==> src/rtl/quantum_ecc_encoder.sv <==
// Pair-repetition encoder: each logical qubit b becomes the pair {b,b}, built
// serially one qubit per cycle, then presented with an error-injection mask.
module quantum_ecc_encoder #(
  parameter int MAX_QUBITS = 8,
  parameter int STATE_W    = 2 * MAX_QUBITS
) (
  input  logic                  clk,
  input  logic                  rst,
  input  logic                  in_valid,
  output logic                  in_ready,
  input  logic [MAX_QUBITS-1:0] logical_bits,
  input  logic [3:0]            qubit_count,
  input  logic [STATE_W-1:0]    inject_mask,
  output logic                  out_valid,
  input  logic                  out_ready,
  output logic [STATE_W-1:0]    encoded_state,
  output logic [3:0]            encoded_qubits,
  output logic                  error,
  output logic [31:0]           encode_count,
  output logic [31:0]           reject_count
);

  localparam int IDX_W = $clog2(MAX_QUBITS);

  typedef enum logic [1:0] {IDLE, ENCODE, OUTPUT} state_t;

  state_t                state_q, state_d;
  logic [IDX_W-1:0]      idx_q, idx_d;
  logic [MAX_QUBITS-1:0] bits_q, bits_d;
  logic [3:0]            cnt_q, cnt_d;
  logic [STATE_W-1:0]    mask_q, mask_d;
  logic [STATE_W-1:0]    work_q, work_d;
  logic [STATE_W-1:0]    enc_state_q, enc_state_d;
  logic [3:0]            enc_qubits_q, enc_qubits_d;
  logic                  out_valid_q, out_valid_d;
  logic                  error_q, error_d;
  logic [31:0]           encode_count_q, encode_count_d;
  logic [31:0]           reject_count_q, reject_count_d;

  logic                  accept, bad_count, req_ok, req_bad, last, hs;
  logic [3:0]            idx_ext;
  logic [STATE_W-1:0]    work_next;

  assign accept    = in_valid && (state_q == IDLE);
  assign bad_count = (qubit_count == 4'd0) || (qubit_count > 4'(MAX_QUBITS));
  assign req_ok    = accept && !bad_count;
  assign req_bad   = accept && bad_count;
  assign idx_ext   = 4'(idx_q);
  assign last      = (state_q == ENCODE) && (idx_ext == (cnt_q - 4'd1));
  assign hs        = out_valid_q && out_ready;

  // State register
  always_ff @(posedge clk or posedge rst) begin
    if (rst) state_q <= IDLE;
    else     state_q <= state_d;
  end

  // Next-state logic
  always_comb begin
    state_d = state_q;
    case (state_q)
      IDLE:    if (req_ok) state_d = ENCODE;
      ENCODE:  if (last)   state_d = OUTPUT;
      OUTPUT:  if (hs)     state_d = IDLE;
      default:             state_d = IDLE;
    endcase
  end

  // Datapath and counter next values
  always_comb begin
    work_next = work_q;
    work_next[{idx_q, 1'b0} +: 2] = {2{bits_q[idx_q]}};

    idx_d          = idx_q;
    bits_d         = bits_q;
    cnt_d          = cnt_q;
    mask_d         = mask_q;
    work_d         = work_q;
    enc_state_d    = enc_state_q;
    enc_qubits_d   = enc_qubits_q;
    out_valid_d    = out_valid_q;
    encode_count_d = encode_count_q;
    reject_count_d = reject_count_q;
    error_d        = req_bad;

    if (req_bad) reject_count_d = reject_count_q + 32'd1;

    if (req_ok) begin
      bits_d = logical_bits;
      cnt_d  = qubit_count;
      mask_d = inject_mask;
      work_d = '0;
      idx_d  = '0;
    end

    if (state_q == ENCODE) begin
      work_d = work_next;
      idx_d  = idx_q + 1'b1;
      // Pairs above the count were cleared on accept, so the mask alone lands there.
      if (last) begin
        enc_state_d  = work_next ^ mask_q;
        enc_qubits_d = cnt_q;
        out_valid_d  = 1'b1;
      end
    end

    if (hs) begin
      out_valid_d    = 1'b0;
      encode_count_d = encode_count_q + 32'd1;
    end
  end

  always_ff @(posedge clk or posedge rst) begin
    if (rst) begin
      idx_q          <= '0;
      bits_q         <= '0;
      cnt_q          <= '0;
      mask_q         <= '0;
      work_q         <= '0;
      enc_state_q    <= '0;
      enc_qubits_q   <= '0;
      out_valid_q    <= 1'b0;
      error_q        <= 1'b0;
      encode_count_q <= '0;
      reject_count_q <= '0;
    end else begin
      idx_q          <= idx_d;
      bits_q         <= bits_d;
      cnt_q          <= cnt_d;
      mask_q         <= mask_d;
      work_q         <= work_d;
      enc_state_q    <= enc_state_d;
      enc_qubits_q   <= enc_qubits_d;
      out_valid_q    <= out_valid_d;
      error_q        <= error_d;
      encode_count_q <= encode_count_d;
      reject_count_q <= reject_count_d;
    end
  end

  // Output logic
  always_comb begin
    in_ready       = (state_q == IDLE);
    out_valid      = out_valid_q;
    encoded_state  = enc_state_q;
    encoded_qubits = enc_qubits_q;
    error          = error_q;
    encode_count   = encode_count_q;
    reject_count   = reject_count_q;
  end

endmodule

==> config.mk <==
export PLATFORM = sky130hd
export DESIGN_NAME = quantum_ecc_encoder
export DESIGN_NICKNAME = d
export VERILOG_FILES = /design/src/rtl/quantum_ecc_encoder.sv
export SDC_FILE = /design/constraint.sdc
export NUM_CORES = 1
export LEC_CHECK = 0
export ABC_AREA = 1
export CAP_MARGIN = 30
export CORE_MARGIN = 2
export CORE_UTILIZATION = 30
export DETAILED_ROUTE_END_ITERATION = 16
export GPL_TIMING_DRIVEN = 0
export PLACE_DENSITY = 0.56
export SYNTH_ARGS = -nofsm -noshare
export SYNTH_HDL_FRONTEND = slang
export SYNTH_SLANG_ARGS = --single-unit
==> constraint.sdc <==
create_clock -name clk -period 5.75 [get_ports clk]
set_input_delay 0.575 -clock clk [delete_from_list [all_inputs] [get_ports clk]]
set_output_delay 0.575 -clock clk [all_outputs]
set_load 0.005 [all_outputs]
Word-level counts from Yosys, hierarchy flattened:

Index checks and enable logic that the tools add are counted.
Widths: inputs -> output; s select.

* register bits: 135
* bits of input ports: 32
* output and inout bits: 87
* logic and storage cells: 57

* add/sub/neg operators: 5
* $lt $le $gt $ge: 2
* eq/ne operators: 6
* shift operators: 2
* multiplexer cells: 14
* bitwise gates (word level): 1
* reduce and logical (&&, ||, !) cells: 15

Operators with widths (number)
* $add 32x1->32 const B: 2
* $mux 16: 2
* $bwmux 16: 1
* $shift 2x6->16 const A: 1
* $shiftx 2x6->16: 1
* $xor 16x16->16: 1
* $mux 2: 3
* $mux 3: 2
* $neg 4->6: 1
* $pmux 2 s3: 1
* $reduce_bool 2->1: 3
* $logic_and 1x1->1: 5
* $eq 3x4->1: 1
* $gt 4x4->1 const B: 1
* $logic_not 4->1: 1
* $lt 3x4->1 const B: 1
* $mux 1: 4
* $ne 2x2->1 const B: 2
* $reduce_and 2->1: 2
* $sub 4x1->4 const B: 1
* $add 3x1->3 const B: 1
* $bmux 1 s3: 1
* $reduce_and 3->1: 1
* $eq 2x1->1 const B: 1
* 5 further kinds: 5

Logic depth before layout (Yosys ltp):

Gate-level depths: netlist (run 1).

* depth in word-level cells: 6
* mapped depth: 14
* gate-level depth less buffers: 13

Worst setup path after synthesis (run 1):

No wires, ideal clock.

* path type: flip-flop to flip-flop
* from: register idx_q[0]
* to: register enc_state_q[0], in the netlist encoded_state[0]
* setup time: 0.117 ns
* data arrival time: 1.841 ns
* required time: 5.633 ns
* setup slack: 3.791 ns
* cell stages (with the launch flop): 12
* buffers on the path: 2
* period minus slack after synthesis: 1.959 ns
* path through: dfrtp_1 buf_4 inv_2 buf_6 ha_1 ha_1 nor4_2 nand2_1 nand2_1 nand2_1 nand3_1 nand2_1

* cells in the longest elaborated chain, start to end: 5
* elaborated cells between the ends (all ways): 10
* classes of those cells: add/sub: 1; eq/ne: 1; shift: 2; mux: 3; bitwise: 1; reduce/logical: 2

Ends and longest elaborated chain
* start: declaration: RTL line 28 `logic [IDX_W-1:0] idx_q, idx_d;`
* start signal: assignment: RTL line 127 `idx_q <= idx_d;`
* $bmux 1 s3: RTL line 72 `work_next[{idx_q, 1'b0} +: 2] = {2{bits_q[idx_q]}};`
* $mux 1 (not written as such): RTL line 72
* $shiftx 2x6->16: RTL line 72
* $bwmux 16: RTL line 72
* $xor 16x16->16: RTL line 101 `enc_state_d = work_next ^ mask_q;`
* end signal: assignment: RTL line 132 `enc_state_q <= enc_state_d;`
* end: declaration: RTL line 33 `logic [STATE_W-1:0] enc_state_q, enc_state_d;`

Parallel ways exist; a longest one is shown, timed or not. The select of a mux whose other input is x is not followed.
A chain may end at the register's enable or synchronous reset.

Worst setup path in the final report (run 1):

* from: register idx_q[0]
* to: register enc_state_q[8], in the netlist encoded_state[8]

The elaborated chain is that of the path after synthesis.

==> reports/qor_table.md, run 1 <==
| Quantity | This run |
|:---|:---|
| Run status | finished clean |
| CP Data Arrival Time | 2.66 ns |
| Critical hold path startpoint | encoded_state[10] |
| Proportion of layout cells with a drive suffix above 1 | 10.2% |
| Crit path cell chain | buf_4 > inv_2 > buf_6 > ha_1 > ha_1 > nand2_1 > nor3_1 > nand2_1 > nand2_1 > nand2_1 > nand3_1 > nand2_1 |
| Source of the worst register-to-register timing path | idx_q[0] |
| Die height | 154 um |
| Clock-pin slew on the worst setup and hold paths | 0.06 ns |
| Total area of multi-input combinational cells | 0.00286 sq mm |
| Global-route wire length before repair | 28.3 mm |
| Buffer cell driving the clock tree root | clkbuf_16 |
| Sequential cell area in the final layout | 0.00338 sq mm |
| Switching Share | 35.1% |
| Gate count of the mapped netlist | 790 |
| Detailed Route WL | 16.9 mm |
| Register area share after synthesis | 50.1% |
| Count of flip-flops with a built-in enable after synthesis | 0 |
| Final setup viols | 0 |
| Avg Cell Area, Syn | 8.54 sq um |
| Cell seen most often among critical-path stages | nand2_1 |
| Max FO, Critical Path | 10 |
| Fmax | 426 MHz |
| Pin count of the biggest net entering global routing | 91 |
| Area delta synth->final | 33.0% |
| Ranking of synthesized cells by area | dfrtp_1, nand2_1, inv_1, nand3_1, xor2_1 |
| Internal power | 2.55 mW |
| Final setup slack of the worst path | 3.40 ns |
| Cell area after technology mapping | 0.00675 sq mm |
| Count of cells along the worst register-to-register path | 12 |
| Area of the die | 0.0237 sq mm |
| Antenna diode instance count | 0 |
| Post-synth cell types | 41 |
| Vias | 5526 |
| Cell family contributing the most delay on the critical path | simple AND/OR/NAND/NOR gates |
| Synthesized-area fraction occupied by and/or/nand/nor cells | 28.5% |
| Mux cell area share after synthesis | 0% |
| Initial DRT Pass Iterations | 6 |
| Post-CTS Setup Repair Bufs | 0 |
| Xor and xnor area share after synthesis | 7.88% |
| Actual slew at the worst max-slew pin | 0.663 ns |
| Max-slew violation count | 0 |
| Combinational family with the most area after synthesis | simple AND/OR/NAND/NOR gates |
| Deepest clock path buffer count | 2 |
| Number of nets still failing antenna checks after routing | 0 |
| Total routing usage reported by global routing | 14.9% |
| Half-perimeter wire length of the detailed placement result | 12.4 mm |
| Hold crit path type | reg -> reg |
| # Max-Cap Violations | 0 |
| Routability Congestion | 0.793 |
| Clock buffers created by TritonCTS | 17 |
| Die Width | 154 um |
| Register bit total from synthesis | 135 |
| Period Utilization, post-route | 40.8% |
| Number of fillers in the final layout | 2203 |
| Hold violation total from the final report | 0 |
| Count of cells resized by post-cts repair | 0 |
| Number of top-level design ports | 119 |
| Share of total power in combinational logic | 34.2% |
| Most frequent cells after synthesis | nand2_1, dfrtp_1, inv_1, nor2_1, nand3_1 |
| Power density relative to cell area | 439 mW/mm^2 |
| Min-Delay Path Depth | 2 |
| Yosys Warn Count | 0 |
| Leakage | 4.36 nW |
| Total number of nets in the final design | 967 |
| Cell accounting for the most synthesized area | dfrtp_1 |
| Vias in the first global route | 5520 |
| RSZ-0062 raised after global routing | false |
| CTS HTree Levels | 4 |
| Clock Power Share | 31.3% |
| Startpoint-to-endpoint class of the critical path | reg -> reg |
| Power spent charging and discharging nets | 1.38 mW |
| Initial standard-cell utilization of the core | 30.7% |
| Leading cell type by number of instances after synthesis | nand2_1 |
| Critical path launch point | idx_q[0] |
| Synth Net Count | 829 |
| # hold bufs at CTS | 0 |
| Fraction of synthesis flops using an asynchronous set or reset pin | 100% |
| Arithmetic-cell share of the synthesized area counting full adders, half adders and majority gates | 1.30% |
| Maximum clock skew at final layout | 0.0149 ns |
| Setup slack on the worst flop-to-flop path | 3.40 ns |
| # DRC | 0 |
| Initial antenna violation count | 0 |
| Part of the total power dissipated in sequential elements | 34.4% |
| Dominant register cell in the synthesized netlist | dfrtp_1 |
| Number of sinks on the clock net | 135 |
| Clock tree from TritonCTS | yes |
| Port Buffers | 118 |
| Count of routing violations after the opening detailed-route iteration | 207 |
| Crit path buffers/inverters | 3 |
| CP Depth | 12 |
| Max VDD drop | 0.211 mV |
| Core region area | 0.0220 sq mm |
| Required time reported for the critical path endpoint | 6.06 ns |
| Worst slack, placed | 3.33 ns |
| Avg WL per Cell | 13.8 um |
| Headroom to the max-slew limit | 55.8% |
| Number of core rows | 54 |
| Final critical path time including I/O delays and setup | 2.35 ns |
| Grt total ovfl | 0 |
| Area share of the leading cell type in the synthesized netlist | 50.1% |
| Clock insertion delay at the later pin of the skew report | 0.44 ns |
| Vias/cell | 4.53 |
| Crit-path slowest cell | ha_1 |
| Total Neg Setup Slack | 0 ns |
| Synthesized-area fraction occupied by ao, oa, aoi and oai cells | 4.77% |
| Delay of the slowest critical-path stage | 0.42 ns |
| Setup crit start kind | register |
| Nature of the critical path endpoint | register |
layout by cell type (no fill, tap or decap), types with 4 or more instances in the layout:
master / netlist / layout
o21ai_0: 9 / 9
buf_2: 5 / 5
inv_2: 6 / 6
xor2_1: 35 / 35
dfrtp_1: 135 / 135
nand4_1: 13 / 13
xnor2_1: 22 / 22
nand2_1: 206 / 206
nor2_1: 67 / 67
nand3_2: 4 / 4
a21oi_1: 24 / 24
clkbuf_1: 4 / 4
bufinv_16: 0 / 5
ha_1: 7 / 7
nor3_1: 15 / 15
clkinvlp_4: 0 / 4
inv_1: 102 / 101
o22ai_1: 17 / 17
nand2_2: 14 / 14
clkbuf_16: 0 / 17
nor2_4: 9 / 9
inv_6: 0 / 4
clkdlybuf4s50_1: 0 / 118
nand3_1: 62 / 62
final timing paths:
check                                          to
worst max-delay path             encoded_state[8]
worst min-delay path            encoded_state[10]
worst max register to register   encoded_state[8]
worst min register to register  encoded_state[10]
max in group asynchronous               work_q[5]
min in group asynchronous        reject_count[27]
registers in the layout, indices dropped and copies added (netlist names):
| signal | flops |
|---|---|
| encode_count | 32 |
| reject_count | 32 |
| encoded_state | 16 |
| mask_q | 16 |
| work_q | 16 |
| bits_q | 8 |
| cnt_q | 4 |
| encoded_qubits | 4 |
| idx_q | 3 |
| state_q | 2 |
| error | 1 |
| out_valid | 1 |
power by group through the flow:
stage / combinational, mW / sequential [mW] / clock (mW)
floorplan: 0.883 / 1.34 / 0
global placement: 1.33 / 1.37 / 0
detailed placement: 1.36 / 1.37 / 0
CTS: 1.37 / 1.36 / 1.26
global route: 1.53 / 1.39 / 1.29
finish: 1.35 / 1.35 / 1.23
tightest hold or removal path: cells and delay by family (launching register included):
family | cells | cell delay (ns)
flip-flops | 1 | 0.35
AND/OR/NAND/NOR | 2 | 0.10
cells by family (layout without fill, tap and decap cells):
family	Yosys count	count (layout)
simple gates	409	409
flops	135	135
buf+inv	124	275
xor+xnor	59	59
compound gates	56	56
fa+ha+maj	7	7
routing by layer:
| layer | vias up | GRT usage, % | share of wire [%] |
|---|---|---|---|
| met5 | - | 0 | 0 |
| met3 | 20 | 2.85 | 3.7 |
| met1 | 2615 | 20.3 | 48 |
| li1 | 2780 | - | - |
| met2 | 111 | 23.5 | 46 |
| met4 | 0 | 5.87 | 1.5 |
area by class of cell:
| class | count | area share (%) |
|---|---|---|
| Buffer | 15 | 1.03 |
| Sequential cell | 135 | 37.7 |
| Timing Repair Buffer | 119 | 13.5 |
| Inverter | 109 | 4.63 |
| Tap cell | 280 | 3.91 |
| Multi-Input combinational cell | 531 | 31.9 |
| Clock inverter | 14 | 2.46 |
| Clock buffer | 18 | 4.90 |
metrics by stage:
stage / hold slack (ns) / instances / util, % / power (mW) / area [sq um]
after global routing: 0.508 / 1221 / 40.8 / 4.21 / 8970
after floorplan: 0.453 / 790 / - / 2.23 / 6750
after detailed placement: 0.465 / 1189 / 37.8 / 2.73 / 8310
after CTS: 0.482 / 1221 / 40.8 / 3.99 / 8970
after global placement: 0.461 / 1188 / 37.7 / 2.70 / 8280
final: 0.484 / 1221 / 40.8 / 3.93 / 8970
Power figures use the tool's default switching activity.
==> inputs of run 2 (changes only) <==
Settings changed: PLACE_DENSITY 0.56 to 0.58.
Clock period 5.75 ns to 2.1 ns, I/O delays scaled along.
==> run 2 against run 1 <==
Critical path depth stayed put. Hold slack got worse by 0.19 ns. Global-route usage shrank 0.094 points. Combinational power grew to 3.1 times the previous value. Die area unchanged. Wire length is 0.53% higher. Worst setup slack lost 3.3 ns. Final area increased by 1.3%. Register-to-register slack got worse by 3.3 ns. Cell count grew 0.82%. Clock skew shrank 0.0056 ns. Via count is 0.24% higher. Largest cell class unchanged.
==> reports/qor_table.md, run 2 (synthesis results as in run 1) <==
| Quantity | This run | Change |
|:---|:---|:---|
| Run status | finished clean |  |
| Avg WL per Cell | 13.8 um | -0.28% |
| Vias/cell | 4.50 | -0.58% |
| Half-perimeter wire length of the detailed placement result | 12.5 mm | +0.69% |
| Final critical path time including I/O delays and setup | 2.03 ns | -0.315 ns |
| Maximum clock skew at final layout | 0.00935 ns | -0.00560 ns |
| Max VDD drop | 0.525 mV | +150% |
| Fmax | 492 MHz | +15% |
| Final setup viols | 0 | unchanged |
| Initial standard-cell utilization of the core | 30.7% | unchanged |
| Grt total ovfl | 0 | unchanged |
| Total number of nets in the final design | 977 | +1.0% |
| Die height | 154 um | unchanged |
| CTS HTree Levels | 4 | unchanged |
| Final setup slack of the worst path | 0.0669 ns | -3.34 ns |
| Hold crit path type | in -> async |  |
| Finished layout cell area | 0.00909 sq mm | +1.3% |
| Deepest clock path buffer count | 2 | unchanged |
| CP Data Arrival Time | 2.33 ns | -0.33 ns |
| Startpoint-to-endpoint class of the critical path | reg -> reg |  |
| Core region area | 0.0220 sq mm | unchanged |
| Placed cell count | 1191 | +0.17% |
| Leading cell type in the layout, fill and taps excluded | nand2_1 |  |
| Area of the die | 0.0237 sq mm | unchanged |
| Worst slack, placed | -0.173 ns | -3.50 ns |
| Buffer cell driving the clock tree root | clkbuf_16 |  |
| Required time reported for the critical path endpoint | 2.40 ns | -3.66 ns |
| Port Buffers | 118 | unchanged |
| Number of nets still failing antenna checks after routing | 0 | unchanged |
| Number of core rows | 54 | unchanged |
| Area after DPL | 0.00834 sq mm | +0.38% |
| Routability Congestion | 0.779 | -1.7% |
| # DRC | 0 | unchanged |
| Nature of the critical path endpoint | register |  |
| # Max-Cap Violations | 0 | unchanged |
| Count of routing violations after the opening detailed-route iteration | 236 | +14% |
| Pin count of the biggest net entering global routing | 40 | -56% |
| Initial antenna violation count | 1 | +1 |
| Global-route wire length before repair | 28.1 mm | -0.56% |
| Vias in the first global route | 5466 | -0.98% |
| Max FO, Critical Path | 8 | -2 |
| Detailed Route WL | 16.9 mm | +0.53% |
| Power density relative to cell area | 1190 mW/mm^2 | +170% |
| Headroom to the max-slew limit | 47.0% | -8.8 points |
| Hold violation total from the final report | 0 | unchanged |
| Most frequent cells in the layout | nand2_1, dfrtp_1, clkdlybuf4s50_1 |  |
| Actual slew at the worst max-slew pin | 0.793 ns | +0.131 ns |
| Clock insertion delay at the later pin of the skew report | 0.41 ns | -0.03 ns |
| Number of top-level design ports | 119 | unchanged |
| # hold bufs at CTS | 0 | unchanged |
| Number of fillers in the final layout | 2153 | -2.3% |
| Setup crit start kind | register |  |
| Leakage | 4.39 nW | +0.71% |
| Proportion of layout cells with a drive suffix above 1 | 13.7% | +3.5 points |
| Vias | 5539 | +0.24% |
| Clock-pin slew on the worst setup and hold paths | 0.06 ns | about the same |
| Number of sinks on the clock net | 135 | unchanged |
| Period Utilization, post-route | 96.8% | +56 points |
| Clock tree from TritonCTS | yes |  |
| Area delta synth->final | 34.7% |  |
| Clock buffers created by TritonCTS | 17 | unchanged |
| Total routing usage reported by global routing | 14.8% | -0.094 points |
| Number of cells in the finished layout apart from fillers | 1231 | +0.82% |
| Initial DRT Pass Iterations | 4 | -2 |
| Max-slew violation count | 0 | unchanged |
| Die Width | 154 um | unchanged |
| Post-Route Utilization | 41.4% | +0.55 points |
| Count of cells along the worst register-to-register path | 12 | unchanged |
## run 2: cell types whose count changed in the layout (fill, tap and decap cells not counted), moves of 4 or more
cell / change
nand2_1: -11
nand2_2: +11
buf_4: +7
clkinv_2: +5
nor2_1: -5
inv_6: -4
nor2_2: +4
nor3_1: -4
## run 2: area by class of cell
cell class | count | area (sq um) | share of cell area (%)
Sequential cell | 135 | 3380 | 37.2
Multi-Input combinational cell | 531 | 2990 | 32.8
Timing Repair Buffer | 129 | 1300 | 14.3
Clock buffer | 21 | 450 | 4.96
Inverter | 109 | 414 | 4.56
Tap cell | 280 | 350 | 3.85
Clock inverter | 10 | 105 | 1.16
Buffer | 15 | 100 | 1.10
Antenna cell | 1 | 2.50 | 0.0275
## run 2: metal layers
layer | global-route usage, % | part of all wire, %
met1 | 20.7 | 50
met2 | 22.6 | 45
met3 | 3.69 | 4.1
met4 | 4.63 | 1.2
met5 | 0 | 0
## run 2: timing repair
| action | CTS | global route |
|---|---|---|
| pin swaps | 1 | 10 |
| setup endpoints to repair | 24 | 37 |
| buffers inserted | 0 | 8 |
| resized for setup | 6 | 29 |
| gates cloned | 0 | 0 |
## run 2: path summary, 6_finish.rpt
check / start / slack, ns / end
setup / recovery: idx_q[0] / 0.07 / encoded_state[0]
hold / removal: rst / 0.29 / reject_count[19]
setup reg to reg: idx_q[0] / 0.07 / encoded_state[0]
hold reg to reg: encoded_qubits[3] / 0.48 / encoded_qubits[3]
max in group asynchronous: rst / 0.92 / idx_q[1]
min in group clk: logical_bits[3] / 0.37 / bits_q[3]
## run 2: critical path, stage by stage (launching register included)
cell and delay (ns):
dfrtp_1 0.39, buf_6 0.14, inv_2 0.07, buf_8 0.12, ha_4 0.22, inv_2 0.08, nand2_2 0.10, nor4_4 0.34
inv_2 0.09, nand2_2 0.08, nand3_1 0.09, nand3_1 0.12, nand2_1 0.07
## run 2: where the power goes
part	internal, mW	total (mW)	switching, mW	leakage [nW]
Clock	1.76	2.87	1.11	0.272
Sequential	3.29	3.71	0.421	1.71
Combinational	1.84	4.22	2.38	2.40
Total	6.88	10.8	3.91	4.39
## run 2: metrics by stage
stage          power (mW)  TNS (ns)  hold slack (ns)
6_report             10.8         0            0.295
4_1_cts              10.5    -0.250            0.292
5_1_grt              11.6   -0.0434            0.358
2_1_floorplan        6.10         0            0.369
3_5_place_dp         7.46     -1.28            0.467
3_3_place_gp         7.38   -158.31            0.461
==> inputs of run 3 (changes only) <==
Settings changed: CORE_UTILIZATION 30 to 40, MAX_ROUTING_LAYER set to met4, PLACE_DENSITY 0.58 to 0.72.
==> run 3 against run 2 <==
Combinational power increased by 2%. Worst setup slack worse by 0.022 ns. Largest cell class unchanged. Critical path type unchanged. Global-route usage up 4.9 points. Highest routed layer unchanged. Register-to-register slack lost 0.02 ns.
==> reports/qor_table.md, run 3 (synthesis results as in run 1) <==
| Quantity | This run | Change |
|:---|:---|:---|
| Vias/cell | 4.78 | +6.3% |
| Total power | 11.2 mW | +4.0% |
| Antenna diode instance count | 0 | -1 |
| Detailed Route WL | 16.5 mm | -2.9% |
| Area of the die | 0.0179 sq mm | -24% |
| Total area of multi-input combinational cells | 0.00301 sq mm | +0.75% |
| Setup crit start kind | register |  |
| Final critical path time including I/O delays and setup | 2.06 ns | +0.0224 ns |
| Period Utilization, post-route | 97.9% | +1.1 points |
| Met3 track utilization from global routing | 4.50% | +0.81 points |
| Pin count of the biggest net entering global routing | 42 | +5.0% |
| Run status | finished clean |  |
| Die height | 134 um | -13% |
| Deepest clock path buffer count | 2 | unchanged |
| Setup slack on the worst flop-to-flop path | 0.04 ns | -0.02 ns |
| Clock tree from TritonCTS | yes |  |
| Buffer cell driving the clock tree root | clkbuf_16 |  |
| Met2 Usage GRT | 29.7% | +7.1 points |
| Grt total ovfl | 0 | unchanged |
| Initial DRT Pass Iterations | 4 | unchanged |
| Final setup slack of the worst path | 0.0445 ns | -0.0224 ns |
| Count of cells along the worst register-to-register path | 12 | unchanged |
| Worst slack, placed | -0.121 ns | +0.0522 ns |
| Nature of the critical path endpoint | register |  |
| Clock buffers created by TritonCTS | 17 | unchanged |
| Leading cell type in the layout, fill and taps excluded | nand2_1 |  |
| Vias in the first global route | 5519 | +0.97% |
| Startpoint-to-endpoint class of the critical path | reg -> reg |  |
| CTS HTree Levels | 4 | unchanged |
| Most frequent cells in the layout | nand2_1, dfrtp_1, clkdlybuf4s50_1 |  |
| Total routing usage reported by global routing | 19.7% | +4.9 points |
| Routability Congestion | 0.846 | +8.6% |
| Number of fillers in the final layout | 1430 | -34% |
| Headroom to the max-slew limit | 61.1% | +14 points |
| Initial antenna violation count | 0 | -1 |
| Clock insertion delay at the later pin of the skew report | 0.43 ns | +0.02 ns |
| Power density relative to cell area | 1230 mW/mm^2 | +3.6% |
| Initial standard-cell utilization of the core | 40.8% | +10 points |
| Port Buffers | 118 | unchanged |
| Sequential cell area in the final layout | 0.00338 sq mm | about the same |
| Finished layout cell area | 0.00913 sq mm | +0.45% |
| Vias | 5616 | +1.4% |
| Number of top-level design ports | 119 | unchanged |
| Area after DPL | 0.00827 sq mm | -0.90% |
| Final setup viols | 0 | unchanged |
| Die Width | 134 um | -13% |
| Global-route wire length before repair | 27.3 mm | -3.1% |
| CP Data Arrival Time | 2.37 ns | +0.04 ns |
| Source of the worst register-to-register timing path | idx_q[0] |  |
| Number of nets still failing antenna checks after routing | 0 | unchanged |
| Area delta synth->final | 35.4% |  |
| Avg WL per Cell | 14.0 um | +1.8% |
| Proportion of layout cells with a drive suffix above 1 | 14.5% | +0.78 points |
| Hold crit path type | in -> async |  |
| # Max-Cap Violations | 0 | unchanged |
| Fmax | 486 MHz | -1.1% |
| Count of routing violations after the opening detailed-route iteration | 370 | +57% |
| # hold bufs at CTS | 0 | unchanged |
| Half-perimeter wire length of the detailed placement result | 11.6 mm | -6.6% |
| Max FO, Critical Path | 7 | -1 |
| Total number of nets in the final design | 980 | +0.31% |
| Hold violation total from the final report | 0 | unchanged |
| Number of core rows | 47 | -13% |
| Max VDD drop | 0.631 mV | +20% |
| Leakage | 4.45 nW | +1.4% |
| Number of sinks on the clock net | 135 | unchanged |
| Maximum clock skew at final layout | 0.0132 ns | +0.00387 ns |
| Core region area | 0.0165 sq mm | -25% |
| Max-slew violation count | 0 | unchanged |
| Worst reg2reg endpoint | encoded_state[1] |  |
| Actual slew at the worst max-slew pin | 0.584 ns | -0.210 ns |
| Busiest metal layer after global routing | met2 |  |
| Met1 track demand over resource | 26.0% | +5.3 points |
| Clock-pin slew on the worst setup and hold paths | 0.06 ns | about the same |
| Required time reported for the critical path endpoint | 2.41 ns | about the same |
| # DRC | 0 | unchanged |
==> run 3: cell count changes in the layout (fill, tap and decap cells not counted), moves of 2 or more <==
cell	delta
buf_4	+3
clkbuf_1	-3
bufinv_16	+2
clkinv_4	+2
nand2_1	-2
==> run 3: routing by layer <==
metal / up-vias / wire (um)
met5: - / 0
met4: 0 / 336
met3: 24 / 648
met2: 115 / 7680
met1: 2663 / 7790
li1: 2814 / -
==> run 3: power breakdown <==
group          total (mW)  internal [mW]  switching, mW
Clock                3.19           2.04           1.15
Combinational        4.32           1.89           2.44
Sequential           3.72           3.29          0.435
==> run 3: how the worst max path moves through the flow <==
stage / startpoint / end / slack, ns
after floorplan: idx_q[0] / encoded_state[0] / 0.14
after global placement: rst / bits_q[6] / -1.09
after global routing: idx_q[0] / encoded_state[1] / -0.04
final: idx_q[0] / encoded_state[1] / 0.04
after CTS: idx_q[0] / encoded_state[10] / 0.01
after detailed placement: idx_q[0] / encoded_state[8] / -0.12
==> run 3: metrics by stage <==
stage | hold WS (ns) | util (%) | std cells | TNS [ns]
after floorplan | 0.369 | - | 790 | 0
after global placement | 0.462 | 49.7 | 1128 | -147.08
after detailed placement | 0.465 | 50.0 | 1131 | -0.749
after CTS | 0.149 | 54.1 | 1163 | 0
after global routing | 0.185 | 55.3 | 1174 | -0.141
final | 0.140 | 55.3 | 1174 | 0
==> run 3: worst max-delay path, stage by stage, from the launching register on <==
cell and delay, ns:
dfrtp_1 0.39, buf_6 0.14, inv_2 0.07, buf_8 0.12, ha_4 0.22, inv_1 0.12, nand2_1 0.17, nor4_4 0.24
inv_1 0.11, nand2_1 0.13, nand3_1 0.09, nand3_1 0.09, nand2_1 0.06
==> run 3: layout make-up <==
| cell class | instances | share of cell area (%) |
|---|---|---|
| tap | 220 | 3.01 |
| clock inverter | 13 | 1.95 |
| timing repair buffer | 132 | 14.5 |
| buffer | 15 | 1.10 |
| inverter | 109 | 4.54 |
| sequential | 135 | 37.0 |
| clock buffer | 19 | 4.96 |
| multi-input combinational | 531 | 32.9 |
==> run 3: repair_timing <==
action                     in CTS  in global routing
setup buffers                   0                 11
resized for setup              10                 29
pin swaps                       3                  9
setup endpoints to repair      19                 34
